$ cat config.mk
export PLATFORM = sky130hd
export DESIGN_NAME = piradip_axis_fifo_pkt
export DESIGN_NICKNAME = d
export VERILOG_FILES = /design/src/rtl/piradip_axis_fifo_pkt.sv
export SDC_FILE = /design/constraint.sdc
export NUM_CORES = 1
export LEC_CHECK = 0
export CORE_ASPECT_RATIO = 0.75
export CORE_MARGIN = 1.5
export CORE_UTILIZATION = 35
export CTS_CLUSTER_DIAMETER = 120
export CTS_CLUSTER_SIZE = 40
export DETAILED_ROUTE_END_ITERATION = 16
export GPL_TIMING_DRIVEN = 1
export SYNTH_ARGS = -nofsm -noshare
export SYNTH_HDL_FRONTEND = slang
export SYNTH_SLANG_ARGS = --single-unit
$ cat constraint.sdc
create_clock -name aclk -period 7.2 [get_ports aclk]
set_input_delay 1.08 -clock aclk [delete_from_list [all_inputs] [get_ports aclk]]
set_output_delay 1.08 -clock aclk [all_outputs]
set_load 0.02 [all_outputs]
$ cat src/rtl/piradip_axis_fifo_pkt.sv
// AXI-Stream FIFO with word and packet occupancy, level flags and optional
// store-and-forward packet mode; oversize packets fall back to cut-through.
module piradip_axis_fifo_pkt #(
  parameter int DATA_WIDTH    = 32,
  parameter int DEPTH         = 32,
  parameter int PACKET_MODE   = 0,
  parameter int AFULL_THRESH  = DEPTH - 2,
  parameter int AEMPTY_THRESH = 2,
  localparam int CW           = $clog2(DEPTH + 1)
) (
  input  logic                  aclk,
  input  logic                  areset,
  input  logic                  flush,
  input  logic                  s_axis_tvalid,
  input  logic [DATA_WIDTH-1:0] s_axis_tdata,
  input  logic                  s_axis_tlast,
  output logic                  s_axis_tready,
  output logic                  m_axis_tvalid,
  output logic [DATA_WIDTH-1:0] m_axis_tdata,
  output logic                  m_axis_tlast,
  input  logic                  m_axis_tready,
  output logic [CW-1:0]         count,
  output logic [CW-1:0]         pkt_count,
  output logic                  almost_full,
  output logic                  almost_empty
);

  localparam int AW = $clog2(DEPTH);
  localparam logic [CW-1:0] DEPTH_C = CW'(DEPTH);
  localparam logic [CW-1:0] AFULL_C = CW'(AFULL_THRESH);
  localparam logic [CW-1:0] AEMPTY_C = CW'(AEMPTY_THRESH);

  if (DATA_WIDTH < 8 || (DATA_WIDTH % 8) != 0) begin : g_bad_data_width
    $error("DATA_WIDTH must be a multiple of 8 and at least 8");
  end
  if (DEPTH < 4 || DEPTH > 4096 || (DEPTH & (DEPTH - 1)) != 0) begin : g_bad_depth
    $error("DEPTH must be a power of two in 4..4096");
  end
  if (PACKET_MODE != 0 && PACKET_MODE != 1) begin : g_bad_packet_mode
    $error("PACKET_MODE must be 0 or 1");
  end
  if (AFULL_THRESH < 1 || AFULL_THRESH > DEPTH) begin : g_bad_afull
    $error("AFULL_THRESH must be in 1..DEPTH");
  end
  if (AEMPTY_THRESH < 0 || AEMPTY_THRESH > DEPTH - 1) begin : g_bad_aempty
    $error("AEMPTY_THRESH must be in 0..DEPTH-1");
  end

  logic [DATA_WIDTH:0] mem_q [DEPTH];
  logic [AW-1:0]       wr_ptr_q, wr_ptr_d;
  logic [AW-1:0]       rd_ptr_q, rd_ptr_d;
  logic [CW-1:0]       count_q, count_d;
  logic [CW-1:0]       pkt_count_q, pkt_count_d;
  logic                cut_through_q, cut_through_d;
  logic                wr_en, rd_en, pkt_ok;

  // Ready/valid come from registered state plus the two clear inputs only,
  // so a read in the same cycle never opens a slot in a full FIFO.
  assign s_axis_tready = (count_q < DEPTH_C) & ~areset & ~flush;
  assign wr_en         = s_axis_tvalid & s_axis_tready;

  assign pkt_ok        = (PACKET_MODE == 0) | (pkt_count_q != '0) | cut_through_q;
  assign m_axis_tvalid = (count_q != '0) & pkt_ok & ~areset & ~flush;
  assign rd_en         = m_axis_tvalid & m_axis_tready;

  assign {m_axis_tlast, m_axis_tdata} = mem_q[rd_ptr_q];

  assign count        = count_q;
  assign pkt_count    = pkt_count_q;
  assign almost_full  = (count_q >= AFULL_C);
  assign almost_empty = (count_q <= AEMPTY_C);

  always_ff @(posedge aclk) begin
    if (wr_en) mem_q[wr_ptr_q] <= {s_axis_tlast, s_axis_tdata};
  end

  always_comb begin
    wr_ptr_d      = wr_ptr_q;
    rd_ptr_d      = rd_ptr_q;
    count_d       = count_q;
    pkt_count_d   = pkt_count_q;
    cut_through_d = cut_through_q;
    if (flush) begin
      wr_ptr_d      = '0;
      rd_ptr_d      = '0;
      count_d       = '0;
      pkt_count_d   = '0;
      cut_through_d = 1'b0;
    end else begin
      if (wr_en) wr_ptr_d = wr_ptr_q + AW'(1);
      if (rd_en) rd_ptr_d = rd_ptr_q + AW'(1);
      case ({wr_en, rd_en})
        2'b10:   count_d = count_q + CW'(1);
        2'b01:   count_d = count_q - CW'(1);
        default: count_d = count_q;
      endcase
      case ({wr_en & s_axis_tlast, rd_en & m_axis_tlast})
        2'b10:   pkt_count_d = pkt_count_q + CW'(1);
        2'b01:   pkt_count_d = pkt_count_q - CW'(1);
        default: pkt_count_d = pkt_count_q;
      endcase
      // A full FIFO with no complete packet can never release one: stream it.
      if (rd_en && m_axis_tlast)
        cut_through_d = 1'b0;
      else if (count_q == DEPTH_C && pkt_count_q == '0)
        cut_through_d = 1'b1;
    end
  end

  always_ff @(posedge aclk) begin
    if (areset) begin
      wr_ptr_q      <= '0;
      rd_ptr_q      <= '0;
      count_q       <= '0;
      pkt_count_q   <= '0;
      cut_through_q <= 1'b0;
    end else begin
      wr_ptr_q      <= wr_ptr_d;
      rd_ptr_q      <= rd_ptr_d;
      count_q       <= count_d;
      pkt_count_q   <= pkt_count_d;
      cut_through_q <= cut_through_d;
    end
  end

endmodule

==> impl_metrics.env, run 1 <==
export IMPL_status="finished clean"
export IMPL_cts_setup_buffers=0
export IMPL_crit_type="reg2out"
export IMPL_multi_input_area_mm2=0.00910
export IMPL_start_util_pct=35.3
export IMPL_die_w_um=401
export IMPL_grt_pass1_wl_mm=137
export IMPL_internal_power_mw=7.79
export IMPL_ir_drop_v=0.000209
export IMPL_core_mm2=0.118
export IMPL_p_clk_share_pct=26.5
export IMPL_drt_initial_drc_count=2441
export IMPL_cts_resized_gates=0
export IMPL_leakage_nw=12.9
export IMPL_hold_buffers=0
export IMPL_ant_nets=0
export IMPL_cts_buffer_depth=3
export IMPL_tritoncts="done"
export IMPL_grt_usage_pct=15.8
export IMPL_cap_viol_max_count=0
export IMPL_via_per_inst=5.43
export IMPL_clk_transition_reported_paths_ps=140
export IMPL_finalHoldViolCount=0
export IMPL_drc_errors=0
export IMPL_areaGrowthSynthToFinish_pct=9.44
export IMPL_grt_max_degree=80
export IMPL_critPathMaxFanout=38
export IMPL_max_slew_margin_pct=10.8
export IMPL_clk_insertion_delay_late_ps=700
export IMPL_root_buffer="clkbuf_16"
export IMPL_period_minus_slack_ps=5480
export IMPL_p_comb_share_pct=2.1
export IMPL_seqCellArea_mm2=0.0323
export IMPL_antennaDiodeCount=0
export IMPL_power_switching_mw=1.90
export IMPL_synth_largest_area_cell="edfxtp_1"
export IMPL_first_pass_iters=5
export IMPL_final_cell_count_no_fill=3373
export IMPL_wl_mm=96.4
export IMPL_gp_congestion=0.797
export IMPL_hold_start="pkt_count[2]$_SDFFE_PP0P_"
export IMPL_ys_top_cells_by_area="edfxtp_1 76%, mux4_2 18%, dfxtp_1 1.3%, mux2_2 0.89%, buf_6 0.51%"
export IMPL_worst_pin_slew_ps=1330
export IMPL_yosys_register_bits=1083
export IMPL_cp_start_kind="flop"
export IMPL_rows=109
export IMPL_dpl_cell_count=3326
export IMPL_seq_area_frac_synth_pct=77.4
export IMPL_yosysWarnings=0
export IMPL_nNetsFinal=1858
export IMPL_synth_edf_count=1056
export IMPL_holdWs_ps=504
export IMPL_period_share_pct=76.1
export IMPL_setup_viol=0
export IMPL_syn_area_mm2=0.0417
export IMPL_syn_num_nets=1772
export IMPL_vias=18300
export IMPL_wire_per_inst_um=28.6
export IMPL_syn_avg_cell_area_um2=24.2
export IMPL_powerDensity_mw_per_mm2=213
export IMPL_fillers=10300
export IMPL_slew_violations=0
export IMPL_syn_inst=1720
export IMPL_dieArea_mm2=0.121
export IMPL_io_pins=87
export IMPL_cts_sinks=1083
export IMPL_overflow=0
export IMPL_io_buffers=86
export IMPL_holdCritPathClass="reg2reg"
export IMPL_dieHeight_um=302
export IMPL_swShare_pct=19.7
export IMPL_synth_top_area_share_pct=76.1
export IMPL_dp_hpwl_mm=60.5
export IMPL_cts_max_level=1
export IMPL_grt_pass1_vias=18200
export IMPL_setup_slack_ps=1720
export IMPL_r2r_slack_ps=2210
export IMPL_drive_gt1_share_pct=27.4
export IMPL_end_kind="primary output"
export IMPL_place_ws_ps=1870
export IMPL_fin_setup_tns_ps=0
export IMPL_max_freq_ghz=0.183
export IMPL_worst_endpoint_required_ps=6120
export IMPL_fin_skew_ps=57.2
export IMPL_cts_buffers=31
export IMPL_cp_arrival_ps=4400
export IMPL_ys_dominant_reg_cell="edfxtp_1"
export IMPL_rsz0062_at_grt="no"
export IMPL_fin_util_pct=38.6
export IMPL_grt_antenna_before_repair=8
export IMPL_async_flop_share_pct=0
export IMPL_ys_types=45
export IMPL_seq_power_share_pct=71.3
-- registers in the layout, summed over array words and instances (netlist names), named ones only --
signal	count
mem_q	1056
count	6
pkt_count	6
rd_ptr_q	5
wr_ptr_q	5
-- cell usage after synthesis (7+ instances only) --
cell and number:
a21oi_1 10, buf_1 7, buf_2 12, buf_6 19, clkbuf_1 51, dfxtp_1 27, edfxtp_1 1056, ha_1 13
inv_1 7, mux2_2 33, mux4_2 329, nand2_1 19, nor2_1 55, xor2_1 9
-- logic make-up (layout without fill, tap and decap cells) --
logic type | count (synthesis) | in the layout | share of synthesized area (%)
AOI/OAI and AO/OA | 29 | 29 | 0.457
and+or+nand+nor | 114 | 114 | 1.30
adders and majority gates | 14 | 14 | 0.439
buffers and inverters | 100 | 199 | 1.32
DFF | 1083 | 1083 | 77.4
xor gates and xnor gates | 15 | 15 | 0.315
muxes | 365 | 365 | 18.8
-- final cells by class --
cell class | count | share of cell area (%)
Sequential cell | 1083 | 70.8
Clock buffer | 44 | 1.81
Clock inverter | 2 | 0.0851
Timing Repair Buffer | 146 | 3.04
Inverter | 7 | 0.0576
Multi-Input combinational cell | 537 | 20.0
Tap cell | 1554 | 4.26
-- power by group through the flow --
| stage | clock network, mW | logic (mW) | registers [mW] |
|---|---|---|---|
| after floorplan | 0 | 0.0394 | 7.06 |
| after global placement | 0 | 0.198 | 7.05 |
| after detailed placement | 0 | 0.209 | 7.05 |
| after CTS | 2.62 | 0.209 | 6.91 |
| after global routing | 2.79 | 0.224 | 6.91 |
| final | 2.57 | 0.208 | 6.91 |
-- final timing paths --
path / end / depth (start not counted)
worst max register to register: pkt_count[4]$_SDFFE_PP0P_ / 13
worst min-delay path: pkt_count[2]$_SDFFE_PP0P_ / 2
worst max-delay path: m_axis_tdata[17] / 5
worst min register to register: pkt_count[2]$_SDFFE_PP0P_ / 2
-- worst max-delay path: stages, from the launching register on --
cell and delay (ps):
dfxtp_4 910, buf_4 580, mux4_2 630, mux4_2 620, mux2_2 330, clkdlybuf4s50_1 550
-- layout by cell type, fill, tap and decap left out, types with 3 or more instances in the layout --
cell type / synthesis / layout
nand3_1: 5 / 5
nand4_1: 6 / 6
inv_1: 7 / 7
dfxtp_4: 0 / 4
o21ai_0: 5 / 5
nor2_1: 55 / 23
clkbuf_1: 51 / 13
mux4_2: 329 / 329
nor3_1: 3 / 3
nand2_1: 19 / 19
dfxtp_1: 27 / 22
nor2b_1: 3 / 3
ha_1: 13 / 13
buf_12: 0 / 6
clkbuf_16: 0 / 31
or3b_2: 3 / 3
a31oi_1: 3 / 3
a21oi_1: 10 / 10
nand3b_1: 6 / 6
xnor2_1: 6 / 6
nor2_4: 0 / 32
xor2_1: 9 / 9
clkdlybuf4s50_1: 0 / 86
edfxtp_1: 1056 / 1056
mux2i_1: 3 / 3
mux2_2: 33 / 33
buf_4: 4 / 54
-- through the flow --
step,cell area (um^2),total power [mW]
global placement,44700,7.25
finish,45600,9.69
CTS,45600,9.74
floorplan,41700,7.10
global route,45600,9.93
detailed placement,44700,7.26
-- metal layers --
| metal | up-vias | share of wire [%] | global-route usage, % |
|---|---|---|---|
| li1 | 7458 | - | - |
| met1 | 10100 | 47 | 25.4 |
| met2 | 686 | 42 | 22.0 |
| met3 | 55 | 10 | 4.03 |
| met4 | 0 | 0.98 | 1.66 |
| met5 | - | 0 | 0 |
(Power assumes the default switching activity.)
==> inputs of run 2 (changes only) <==
clock period = 5.5 ns   (was 7.2 ns; I/O delays follow)
==> run 2 against run 1 <==
Net effect: utilization increased by 0.18 points; die area stayed put; register-to-register slack worse by 990 ps; via count is 1.0% higher; global-route usage is 0.52 points higher; critical endpoint is now m_axis_tdata[13].
==> impl_metrics.env, run 2 (synthesized netlist as in run 1, its figures left out) <==
export IMPL_critPathMaxFanout=35
export IMPL_die_w_um=401
export IMPL_dpl_cell_area_mm2=0.0450
export IMPL_vias=18500
export IMPL_overflow=0
export IMPL_dieArea_mm2=0.121
export IMPL_swShare_pct=19.2
export IMPL_period_minus_slack_ps=5140
export IMPL_layout_common_cells="1056 x edfxtp_1, 329 x mux4_2, 86 x clkdlybuf4s50_1, 33 x mux2_2, 32 x nor2_4"
export IMPL_cts_resized_gates=0
export IMPL_hold_start="pkt_count[3]$_SDFFE_PP0P_"
export IMPL_crit_slowest_cell="dfxtp_4"
export IMPL_cpLargestDelayFamily="multiplexers"
export IMPL_cts_max_level=1
export IMPL_wl_mm=99.4
export IMPL_slowest_delay_ps=780
export IMPL_seq_power_share_pct=71.8
export IMPL_fin_skew_ps=69.5
export IMPL_hold_buffers=0
export IMPL_grt_usage_pct=16.3
export IMPL_dp_hpwl_mm=55.1
export IMPL_finalHoldViolCount=0
export IMPL_rows=109
export IMPL_powerDensity_mw_per_mm2=275
export IMPL_start_util_pct=35.3
export IMPL_fin_setup_tns_ps=0
export IMPL_path_cells="buf_4 -> mux4_2 -> mux4_2 -> mux2_2 -> clkdlybuf4s50_1"
export IMPL_via_per_inst=5.49
export IMPL_path_common_cell="mux4_2"
export IMPL_cts_buffer_depth=3
export IMPL_ant_nets=0
export IMPL_rsz0062_at_grt="no"
export IMPL_end_kind="primary output"
export IMPL_max_freq_ghz=0.195
export IMPL_setup_slack_ps=360
export IMPL_cap_viol_max_count=0
export IMPL_internal_power_mw=10.2
export IMPL_place_ws_ps=733
export IMPL_final_common_cell="edfxtp_1"
export IMPL_drive_gt1_share_pct=27.2
export IMPL_grt_pass1_wl_mm=142
export IMPL_period_share_pct=93.5
export IMPL_path_buf_inv=2
export IMPL_holdCritPathClass="reg2reg"
export IMPL_slew_violations=0
export IMPL_p_clk_share_pct=26.4
export IMPL_largest_register_ffs=1056
export IMPL_first_pass_iters=5
export IMPL_design_area_mm2=0.0458
export IMPL_drc_errors=0
export IMPL_io_pins=87
export IMPL_cts_setup_buffers=0
export IMPL_areaGrowthSynthToFinish_pct=9.97
export IMPL_grt_pass1_vias=18700
export IMPL_largest_register="mem_q"
export IMPL_core_mm2=0.118
export IMPL_p_comb_share_pct=1.8
export IMPL_fillers=10200
export IMPL_wire_per_inst_um=29.5
export IMPL_max_slew_margin_pct=12.8
export IMPL_fin_util_pct=38.8
export IMPL_setup_viol=0
export IMPL_clk_insertion_delay_late_ps=680
export IMPL_power_switching_mw=2.43
export IMPL_seqCellArea_mm2=0.0323
export IMPL_nNetsFinal=1855
export IMPL_tritoncts="done"
export IMPL_clk_transition_reported_paths_ps=140
export IMPL_worst_endpoint_required_ps=4680
export IMPL_worst_pin_slew_ps=1300
export IMPL_multi_input_area_mm2=0.00910
export IMPL_dieHeight_um=302
export IMPL_status="finished clean"
export IMPL_cts_buffers=31
export IMPL_grt_antenna_before_repair=3
export IMPL_cp_start_kind="flop"
export IMPL_cp_arrival_ps=4320
export IMPL_cts_sinks=1083
export IMPL_crit_type="reg2out"
export IMPL_root_buffer="clkbuf_16"
export IMPL_grt_max_degree=103
export IMPL_io_buffers=86
export IMPL_drt_initial_drc_count=2337
export IMPL_leakage_nw=13.0
export IMPL_ir_drop_v=0.000225
export IMPL_gp_congestion=0.737
-- run 2: changes by cell type in the layout (fill, tap and decap cells not counted) --
| cell | before | now |
|---|---|---|
| buf_12 | 6 | 26 |
| buf_4 | 54 | 31 |
| clkbuf_1 | 13 | 12 |
| diode_2 | 0 | 1 |
| inv_6 | 1 | 0 |
-- run 2: stage by stage --
step                hold WS [ps]  instances  power [mW]
floorplan                    446       1720        9.29
detailed placement           497       3324        9.47
CTS                          521       3368        12.7
global placement             459       3324        9.46
global route                 544       3368        12.9
finish                       520       3369        12.6
-- run 2: power groups by stage --
| stage | Combinational [mW] | Sequential [mW] | Clock [mW] |
|---|---|---|---|
| after floorplan | 0.0515 | 9.24 | 0 |
| after global placement | 0.218 | 9.24 | 0 |
| after detailed placement | 0.230 | 9.24 | 0 |
| after CTS | 0.230 | 9.05 | 3.41 |
| after global routing | 0.247 | 9.06 | 3.63 |
| final | 0.226 | 9.05 | 3.33 |
-- run 2: worst paths after layout --
check / cells after the start / slack [ps] / endpoint
worst max-delay path: 5 / 360 / m_axis_tdata[13]
worst min-delay path: 2 / 520 / pkt_count[3]$_SDFFE_PP0P_
worst max register to register: 12 / 1220 / pkt_count[5]$_SDFFE_PP0P_
worst min register to register: 2 / 520 / pkt_count[3]$_SDFFE_PP0P_
-- run 2: worst register-to-register path, delay by kind of cell (launching register included) --
kind / cells / cell delay [ps]
and+or+nand+nor: 3 / 560
AOI/OAI and AO/OA: 4 / 790
muxes: 3 / 1520
adders and majority gates: 2 / 580
DFF: 1 / 780
-- run 2: layout make-up --
class | instances | share of cell area (%)
clock buffer | 43 | 1.79
sequential | 1083 | 70.4
inverter | 7 | 0.0574
multi-input combinational | 537 | 19.9
tap | 1554 | 4.24
timing repair buffer | 143 | 3.52
clock inverter | 1 | 0.0656
antenna | 1 | 0.00546
-- run 2: routing by layer --
| metal | part of all wire, % | GRT usage, % |
|---|---|---|
| met5 | 0 | 0 |
| met3 | 6.7 | 1.81 |
| met2 | 47 | 26.0 |
| met4 | 1.1 | 1.65 |
| met1 | 45 | 25.0 |
==> inputs of run 3 (changes only) <==
CORE_UTILIZATION = 30   (was 35)
clock period = 5.9 ns   (was 5.5 ns; I/O delays follow)
==> run 3 against run 2 <==
Net effect: clock skew down 53 ps; cell area is 0.90% higher; global-route usage fell by 1.8 points; highest routed layer unchanged.
==> impl_metrics.env, run 3 (synthesized netlist as in run 1, its figures left out) <==
export IMPL_ir_drop_v=0.000263
export IMPL_crit_type="reg2out"
export IMPL_largest_register_ffs=1056
export IMPL_reg2reg_depth=12
export IMPL_setup_viol=0
export IMPL_dieHeight_um=326
export IMPL_powerDensity_mw_per_mm2=256
export IMPL_grt_pass1_wl_mm=147
export IMPL_end_kind="primary output"
export IMPL_fillers=12800
export IMPL_cts_resized_gates=0
export IMPL_period_share_pct=85.4
export IMPL_cts_buffers=31
export IMPL_seq_power_share_pct=71.2
export IMPL_cap_viol_max_count=0
export IMPL_drc_errors=0
export IMPL_worst_pin_slew_ps=1300
export IMPL_gp_congestion=0.795
export IMPL_r2r_slack_ps=1440
export IMPL_grt_usage_pct=14.5
export IMPL_vias=18900
export IMPL_status="finished clean"
export IMPL_nNetsFinal=1881
export IMPL_fin_setup_tns_ps=0
export IMPL_cts_setup_buffers=0
export IMPL_rsz0062_at_grt="no"
export IMPL_drt_initial_drc_count=2817
export IMPL_ant_nets=0
export IMPL_p_clk_share_pct=26.7
export IMPL_wl_mm=103
export IMPL_cts_buffer_depth=3
export IMPL_clk_transition_reported_paths_ps=140
export IMPL_via_per_inst=5.10
export IMPL_internal_power_mw=9.51
export IMPL_final_common_cell="edfxtp_1"
export IMPL_grt_antenna_before_repair=8
export IMPL_io_buffers=86
export IMPL_finalHoldViolCount=0
export IMPL_first_pass_iters=5
export IMPL_hold_start="rd_ptr_q[4]$_SDFFE_PP0N_"
export IMPL_drive_gt1_share_pct=28.5
export IMPL_p_comb_share_pct=2.1
export IMPL_io_pins=87
export IMPL_period_minus_slack_ps=5040
export IMPL_cp_start_kind="flop"
export IMPL_cts_sinks=1083
export IMPL_max_freq_ghz=0.198
export IMPL_root_buffer="clkbuf_16"
export IMPL_overflow=0
export IMPL_tritoncts="done"
export IMPL_leakage_nw=13.1
export IMPL_cts_max_level=1
export IMPL_rows=118
export IMPL_core_mm2=0.138
export IMPL_rr_endpoint="pkt_count[4]$_SDFFE_PP0P_"
export IMPL_critPathMaxFanout=33
export IMPL_fin_skew_ps=16.8
export IMPL_layout_common_cells="1056 x edfxtp_1, 329 x mux4_2, 84 x clkdlybuf4s50_1, 71 x buf_4, 33 x mux2_2"
export IMPL_holdWs_ps=507
export IMPL_grt_pass1_vias=18700
export IMPL_swShare_pct=19.8
export IMPL_clk_insertion_delay_late_ps=690
export IMPL_die_w_um=433
export IMPL_cp_arrival_ps=4150
export IMPL_holdCritPathClass="reg2reg"
export IMPL_areaGrowthSynthToFinish_pct=11.0
export IMPL_power_switching_mw=2.34
export IMPL_max_slew_margin_pct=13.0
export IMPL_dieArea_mm2=0.141
export IMPL_wire_per_inst_um=27.8
export IMPL_grt_max_degree=66
export IMPL_worst_endpoint_required_ps=5020
export IMPL_largest_register="mem_q"
export IMPL_hold_buffers=0
export IMPL_slew_violations=0
export IMPL_worstHoldPathCells=1
export IMPL_start_util_pct=30.2
export IMPL_dp_hpwl_mm=64.3
==> run 3: layout make-up <==
type	count	area (um^2)	area share, %
Sequential cell	1083	32300	69.8
Multi-Input combinational cell	537	9100	19.7
Tap cell	1860	2330	5.03
Timing Repair Buffer	169	1620	3.51
Clock buffer	43	821	1.78
Clock inverter	4	50.0	0.108
Inverter	7	26.3	0.0568
Antenna cell	1	2.50	0.00541
==> run 3: power groups by stage <==
stage,combinational (mW),clock (mW),sequential [mW]
after floorplan,0.0481,0,8.61
after global placement,0.245,0,8.61
after detailed placement,0.258,0,8.61
after CTS,0.259,3.24,8.43
after global routing,0.272,3.46,8.44
final,0.253,3.16,8.43
==> run 3: how the worst max path moves through the flow <==
stage	end	slack, ps	cells after the start	start
after floorplan	mem_q[28][0]$_DFFE_PP_	1970	6	flush
after global placement	pkt_count[4]$_SDFFE_PP0P_	1390	12	flop
after detailed placement	m_axis_tdata[11]	1490	5	flop
after CTS	m_axis_tdata[11]	700	5	flop
after global routing	m_axis_tdata[11]	620	5	flop
final	m_axis_tdata[11]	860	5	flop
==> run 3: routing by layer <==
layer  global-route usage (%)  vias to the layer above  wire [um]
li1                         -                     7510          -
met1                     23.0                    10500      46400
met2                     21.7                      845      46800
met3                     1.87                       62       8720
met4                     1.53                        0       1010
met5                        0                        -          0
==> run 3: worst max-delay path: stages, from the launching register on <==
cell and delay [ps]:
dfxtp_4 670, buf_4 630, mux4_2 630, mux4_2 570
mux2_2 350, clkdlybuf4s50_1 570
==> run 3: metrics by stage <==
| stage | power [mW] | cell area, um^2 | util (%) | worst slack [ps] | cells |
|---|---|---|---|---|---|
| final | 11.8 | 46200 | 33.5 | 861 | 3704 |
| after floorplan | 8.66 | 41700 | - | 1970 | 1720 |
| after global placement | 8.85 | 45300 | 32.9 | 1390 | 3656 |
| after global routing | 12.2 | 46200 | 33.5 | 620 | 3703 |
| after detailed placement | 8.87 | 45300 | 32.9 | 1490 | 3656 |
| after CTS | 11.9 | 46200 | 33.5 | 703 | 3703 |
